**config.mk**
```make
export PLATFORM = sky130hd
export DESIGN_NAME = mod_exp_ctrl
export DESIGN_NICKNAME = d
export VERILOG_FILES = /design/src/rtl/mod_exp_ctrl.sv
export SDC_FILE = /design/constraint.sdc
export NUM_CORES = 2
export LEC_CHECK = 0
export ABC_AREA = 1
export BUFFER_PORTS_ARGS = -buffer_cell sky130_fd_sc_hd__buf_2
export CORE_AREA = 2 2 303 305
export DETAILED_ROUTE_END_ITERATION = 12
export DIE_AREA = 0 0 305 307
export GPL_ROUTABILITY_DRIVEN = 1
export SETUP_SLACK_MARGIN = 0.4
export SYNTH_ARGS = -nofsm -noshare
export SYNTH_HDL_FRONTEND = slang
export SYNTH_SLANG_ARGS = --single-unit
```
**constraint.sdc**
```tcl
create_clock -name clk -period 4.7 [get_ports clk]
set_input_delay 0.235 -clock clk [delete_from_list [all_inputs] [get_ports clk]]
set_output_delay 0.235 -clock clk [all_outputs]
set_load 0.01 [all_outputs]
```
**src/rtl/mod_exp_ctrl.sv**
```systemverilog
// mod_exp_ctrl: base^exponent mod p by left-to-right square-and-multiply over an external modular multiplier.
// Define MODEXP_SKIP_LEADING_ZEROS_EN to start at the exponent's highest set bit. dbg_state: IDLE=0 .. FIN=6.
module mod_exp_ctrl #(
  parameter int p      = 37,
  parameter int width  = 128,
  parameter int ewidth = 128
) (
  input  logic              clk,
  input  logic              reset,
  input  logic              start,
  input  logic [width-1:0]  base,
  input  logic [ewidth-1:0] exponent,
  output logic              busy,
  output logic              done,
  output logic [width-1:0]  result,
  output logic              mm_reset,
  output logic              mm_enable,
  output logic [width-1:0]  mm_a,
  output logic [width-1:0]  mm_b,
  input  logic [width-1:0]  mm_r,
  input  logic              mm_done,
  output logic [2:0]        dbg_state
);

  // Multiplier handshake: one mm_reset cycle (ISSUE) with operands already on mm_a/mm_b, then
  // mm_enable stays high until mm_done is sampled high; that edge captures mm_r and drops mm_enable.
  // mm_done is a level and is looked at only in WAIT states, so a stale high during ISSUE is harmless.

  localparam int IW = (ewidth > 1) ? $clog2(ewidth) : 1;
  localparam logic [width-1:0] ONE     = width'(1 % p);
  localparam logic [IW-1:0]    IDX_TOP = IW'(ewidth - 1);

  typedef enum logic [2:0] {
    IDLE     = 3'd0,
    SQ_ISSUE = 3'd1,
    SQ_WAIT  = 3'd2,
    MU_ISSUE = 3'd3,
    MU_WAIT  = 3'd4,
    NEXT     = 3'd5,
    FIN      = 3'd6
  } state_t;

  state_t state, state_nxt;

  logic [width-1:0]  acc;
  logic [width-1:0]  b_q;
  logic [ewidth-1:0] e_q;
  logic [IW-1:0]     idx;
  logic [IW-1:0]     start_idx;
  logic              exp_zero;
  logic              accept;

`ifdef MODEXP_SKIP_LEADING_ZEROS_EN
  always_comb begin
    start_idx = '0;
    for (int i = 0; i < ewidth; i++) begin
      if (exponent[i]) start_idx = IW'(i);
    end
  end
  assign exp_zero = (exponent == '0);
`else
  assign start_idx = IDX_TOP;
  assign exp_zero  = 1'b0;
`endif

  // A start landing on the done cycle is dropped even though the FSM is already back in IDLE.
  assign accept    = (state == IDLE) && start && !done;
  assign dbg_state = state;

  always_comb begin
    state_nxt = state;
    case (state)
      IDLE:     if (accept) state_nxt = exp_zero ? NEXT : SQ_ISSUE;
      SQ_ISSUE: state_nxt = SQ_WAIT;
      SQ_WAIT:  if (mm_done) state_nxt = e_q[idx] ? MU_ISSUE : NEXT;
      MU_ISSUE: state_nxt = MU_WAIT;
      MU_WAIT:  if (mm_done) state_nxt = NEXT;
      NEXT:     state_nxt = (idx == '0) ? FIN : SQ_ISSUE;
      FIN:      state_nxt = IDLE;
      default:  state_nxt = IDLE;
    endcase
  end

  always_ff @(posedge clk) begin
    if (reset) begin
      state     <= IDLE;
      acc       <= ONE;
      b_q       <= '0;
      e_q       <= '0;
      idx       <= '0;
      busy      <= 1'b0;
      done      <= 1'b0;
      result    <= '0;
      mm_reset  <= 1'b1;
      mm_enable <= 1'b0;
      mm_a      <= '0;
      mm_b      <= '0;
    end else begin
      state     <= state_nxt;
      done      <= (state == FIN);
      mm_reset  <= (state_nxt == SQ_ISSUE) || (state_nxt == MU_ISSUE);
      mm_enable <= (state_nxt == SQ_WAIT) || (state_nxt == MU_WAIT);

      // Operands load on the edge into an ISSUE state, so they are present while the
      // multiplier is held in reset and cannot move once mm_enable is up.
      case (state)
        IDLE: begin
          if (accept) begin
            b_q  <= base;
            e_q  <= exponent;
            acc  <= ONE;
            idx  <= start_idx;
            busy <= 1'b1;
            if (!exp_zero) begin
              mm_a <= ONE;
              mm_b <= ONE;
            end
          end
        end
        SQ_WAIT: begin
          if (mm_done) begin
            acc <= mm_r;
            if (e_q[idx]) begin
              mm_a <= mm_r;
              mm_b <= b_q;
            end
          end
        end
        MU_WAIT: begin
          if (mm_done) acc <= mm_r;
        end
        NEXT: begin
          if (idx != '0) begin
            idx  <= idx - 1'b1;
            mm_a <= acc;
            mm_b <= acc;
          end
        end
        FIN: result <= acc;
        default: ;
      endcase

      if (done) busy <= 1'b0;
    end
  end

endmodule

```
======== After elaboration in Yosys (flattened, before gate mapping) ========
Cells that the tools add are included.
storage, ports and cells
  bits in registers ....................... 782
  input port bits ......................... 388
  output and inout bits ................... 391
cells by class
  add/sub/neg operators ................... 1
  order comparisons ....................... 1
  equality and inequality tests ........... 15
  muxes and demuxes ....................... 21
  reduce and logical (&&, ||, !) cells .... 17
operators by type and width
  operator                                                    count
  two-way mux 128 bit                                         7
  case mux 128 bit (3 select lines)                           2
  case mux 128 bit (2 select lines)                           1
  case mux 3 bit (6 select lines)                             1
  two-way mux 3 bit                                           5
  two-way mux 7 bit                                           2
  case mux 7 bit (2 select lines)                             1
  == test 3 x 2 -> 1 bit, second input constant               4
  == test 3 bit, second input constant                        4
  less-than comparator 7 x 8 -> 1 bit, second input constant  1
  != test 2 bit, second input constant                        4
  binary-select mux 1 bit (select 7 bit)                      1
  logical NOT 7 bit                                           1
  nonzero test 7 bit                                          1
  subtractor 7 x 1 -> 7 bit, second input constant            1
  == test 3 x 1 -> 1 bit, second input constant               2
  AND reduction 3 bit                                         2
  AND reduction 5 bit                                         1
  nonzero test 2 bit                                          2
  OR reduction 2 bit                                          2
  logical NOT 3 bit                                           1
  nonzero test 3 bit                                          1
  logical AND 1 bit                                           2
  logical OR 1 bit                                            2
  other kinds (4)                                             4

======== Depth between registers and ports, before layout ========
  depth in word-level cells ............... 7
  gate-level depth with buffers ........... 18
  mapped depth without buffers ............ 15

======== Worst setup path before layout ========
Ideal clock, no wire load.
  path type ............................... flip-flop to flip-flop
  from .................................... register idx[1]
  to ...................................... register mm_b[50]
  data arrival time ....................... 2214 ps
  setup slack ............................. 2371 ps
  stages on the path, launching flop included .. 12
  path buffers ............................ 3
  cell sequence ........................... dfxtp_1 inv_2 buf_1 ha_1 nand4_1 nor2_1 a2111oi_4 clkbuf_1 buf_1 nand3_1 nand2_1 nor2_1
between the ends
  word-level cells in the longest chain between the ends .. 4
ends and longest elaborated chain
  what                                      RTL line  RTL
  start, declared                           48        logic [IW-1:0] idx;
  start signal, assigned                    112       idx <= start_idx;
  start signal, assigned                    134       idx <= idx - 1'b1;
  binary-select mux 1 bit (select 7 bit)    123       if (e_q[idx]) begin
  two-way mux 1 bit (implied by the code)   123
  != test 2 bit (no source line)            --
  AND reduction 5 bit (no source line) (*)  --
  end signal, assigned                      125       mm_b <= b_q;
  end, declared                             19        output logic [width-1:0] mm_b,
Every way passes the cells marked *; elsewhere a longest branch is shown, timed or not. The select of a mux whose other input is x is not followed.
A chain may end at the register's enable or synchronous reset.

======== Final worst setup path ========
  from .................................... register idx[2]
  to ...................................... register mm_b[71]
Same word-level chain as after synthesis.

==> impl_metrics.toml <==
[status]
outcome = "complete, no violations"

[sta]
setup_viol = 0
period_share_pct = 83.98
skew_ns = 0.02012
fmax_ghz = 0.2534
tightest_slew_ns = 0.9658
tns_ns = 0
slew_violations = 0
post-route-min-period_ns = 3.947
hold_viol_final = 0
slew_headroom_pct = 35.61
rsz0062_at_grt = "no"

[layout]
instances_no_fill = 6624
fin_nets = 5754
area_growth_pct = 34.87
drive_gt1_share_pct = 18.01

[synthesis]
synth_common_cells = "a21oi_1, dfxtp_1, inv_1, nor2_1, o21ai_0"
synth-edff-count = 0
synth_seq_cells = 782
syn_area_per_cell_um2 = 7.274
synth_area_mm2 = 0.03237
synthArstFlopShare_pct = 0
synth_top_area_share_pct = 48.37
synth_seq_area_share_pct = 48.37
yosysMostFrequentCell = "a21oi_1"
yosys.area.top_type = "dfxtp_1"
synthTopCellsByArea = "dfxtp_1, a21oi_1, o21ai_0"
ys.flop_type = "dfxtp_1"
synth.distinct_cells = 24
synthCells = 4450
syn_nets = 4839
synth_warnings = 0

[route]
drt-vias-per-instance = 5.191
route.antenna.remaining_nets = 0
wl_um = 126000
wl_per_cell_um = 19.01
drc_errors = 0
dr.pass1.iters = 7
drt_first_iter_violations = 3114
num_vias = 34380

[critical_path]
crit_slowest_cell = "dfxtp_1"
cp-start-kind = "flip-flop"
cp.arrival_ns = 4.47
ff2ff_path_depth = 15
r2r_end = "mm_b[71]"
worstSetupEndpointType = "flip-flop"
timing.rr.start = "idx[2]"
max_stage_delay_ns = 0.73
crit_fanout = 61
crit_chain = "inv_1, nor2_2, inv_1, a21oi_1, nor2_1, nand2_1, nand3_1, nand3_1, nand2_1, nand2_4, buf_4, buf_12, nand3_1, nand2_1, nor2_1"
reg2reg_slack_ns = 0.75
critPathKind = "flip-flop to flip-flop"
required_ns = 5.23

[die]
initial_core_util_pct = 35.69
die_y_um = 307
rows = 111
io_pins = 779
die_area_mm2 = 0.09364
die_w_um = 305
core_area_mm2 = 0.09069

[placement]
finalWeightedCongestion = 0.8861
portBuffers = 778
dp_cells = 6077
dpl.hpwl_um = 80760

[power]
p_leak_nw = 18.91
p_per_area_mw_per_mm2 = 567.7
peakVddDrop_mv = 0.4202

[min_path]
min_from = "base[39]"
hold_depth = 3
whs_endpoint = "b_q[39]"
hp-class = "primary input to flip-flop"

[clock_tree]
cts_tree = "yes"
clock_path_buffers = 3
cts_made_buffers = 87
cts-root-buf = "clkbuf_16"
path_clk_slew_ns = 0.06
insertion_delay_ns = 0.66
htree_levels = 3
cts_sinks = 782

[grt]
grtUsageTotal_pct = 25.86
grt_pass1_vias = 32790
overflow = 0
grt_antenna_before_repair = 6
grt_pass1_wl_um = 191900
grt_max_degree = 200

[flow_run]
cap_viol_max_count = 0
critical path: cells and delay by family, from the launching register on:
| family | cells | cell delay [ns] |
|---|---|---|
| buffers and inverters | 4 | 1.28 |
| and+or+nand+nor | 10 | 1.59 |
| AOI/OAI and AO/OA | 1 | 0.16 |
| DFF | 1 | 0.73 |
power breakdown:
group	internal (mW)	leakage, nW	switching [mW]	total, mW
logic	3.13	11.0	5.40	8.53
registers	8.29	6.43	0.975	9.27
clock network	4.11	1.44	2.87	6.98
total	15.5	18.9	9.25	24.8
per-stage QoR:
step	power [mW]	hold WS, ns	setup slack [ns]	util [%]	cell area (um^2)
after floorplan	14.61	0.3958	2.371	-	32370
after global placement	17.48	0.4278	0.5964	40.67	36880
after detailed placement	17.59	0.4315	0.6008	40.67	36880
after CTS	24.87	0.07207	0.5422	48.12	43640
after global routing	26.35	0.1151	0.5433	48.13	43650
final	24.78	0.09765	0.7530	48.13	43650
cell usage in the layout, fill, tap and decap left out, types with 2 or more instances in the layout:
cell	Yosys	routed
a211oi_1	128	128
a21oi_1	1043	1043
a31oi_1	6	6
buf_12	0	21
buf_2	95	777
buf_4	0	33
bufinv_16	0	6
clkbuf_1	265	24
clkbuf_16	0	87
clkbuf_8	0	22
clkinv_2	0	12
clkinv_8	0	2
dfxtp_1	782	781
diode_2	0	3
dlygate4sd3_1	0	385
inv_1	531	528
inv_2	2	2
inv_6	0	6
inv_8	0	2
nand2_1	400	399
nand3_1	334	333
nand4_1	3	3
nor2_1	405	404
nor3_1	4	4
o211ai_1	9	9
o21ai_0	404	404
what timing repair did:
action	CTS	global route
endpoints found under the setup margin	0	99
resized for setup	0	1
hold buffers	385	0
hold endpoints to repair	511	0
buffers inserted	0	0
layout make-up:
| cell class | instances | area [um^2] |
|---|---|---|
| clock buffers | 133 | 2570 |
| well taps | 1186 | 1484 |
| multi-input cells | 2743 | 13150 |
| fillers | 8977 | 47040 |
| flip-flops and latches | 782 | 15660 |
| diodes | 3 | 7.507 |
| clock inverters | 26 | 336.6 |
| inverters | 534 | 2027 |
| repair buffers | 1217 | 8422 |
flip-flops by register name (all words and copies together), names as in the netlist, 3 cells and up:
signal     cells
b_q          128
result       128
dbg_state      3
mm_b         128
acc          128
mm_a         128
e_q          128
idx            7
logic make-up after synthesis:
group | share of synthesized area (%)
AO/OA/AOI/OAI | 25.83
buffers and inverters | 11.09
AND/OR/NAND/NOR | 14.67
adder cells (fa/ha/maj) | 0.03865
flip-flops | 48.37
per-layer routing:
metal | vias to the layer above | track usage [%] | wire, um
met2 | 1470 | 41.48 | 56950
met1 | 15940 | 32.51 | 52920
li1 | 16580 | - | -
met4 | 8 | 14.29 | 7334
met5 | - | 0 | 44
met3 | 380 | 5.279 | 8702
worst max-delay path by stage:
stage / slack, ns / endpoint / startpoint
6_report: 0.75 / mm_b[71] / idx[2]
5_1_grt: 0.54 / mm_b[86] / idx[2]
4_1_cts: 0.54 / mm_b[86] / idx[2]
3_5_place_dp: 0.60 / mm_b[89] / idx[2]
3_3_place_gp: 0.60 / mm_a[68] / idx[2]
2_1_floorplan: 2.37 / mm_b[50] / idx[1]
Note: power is estimated with default switching activity, not from simulation.
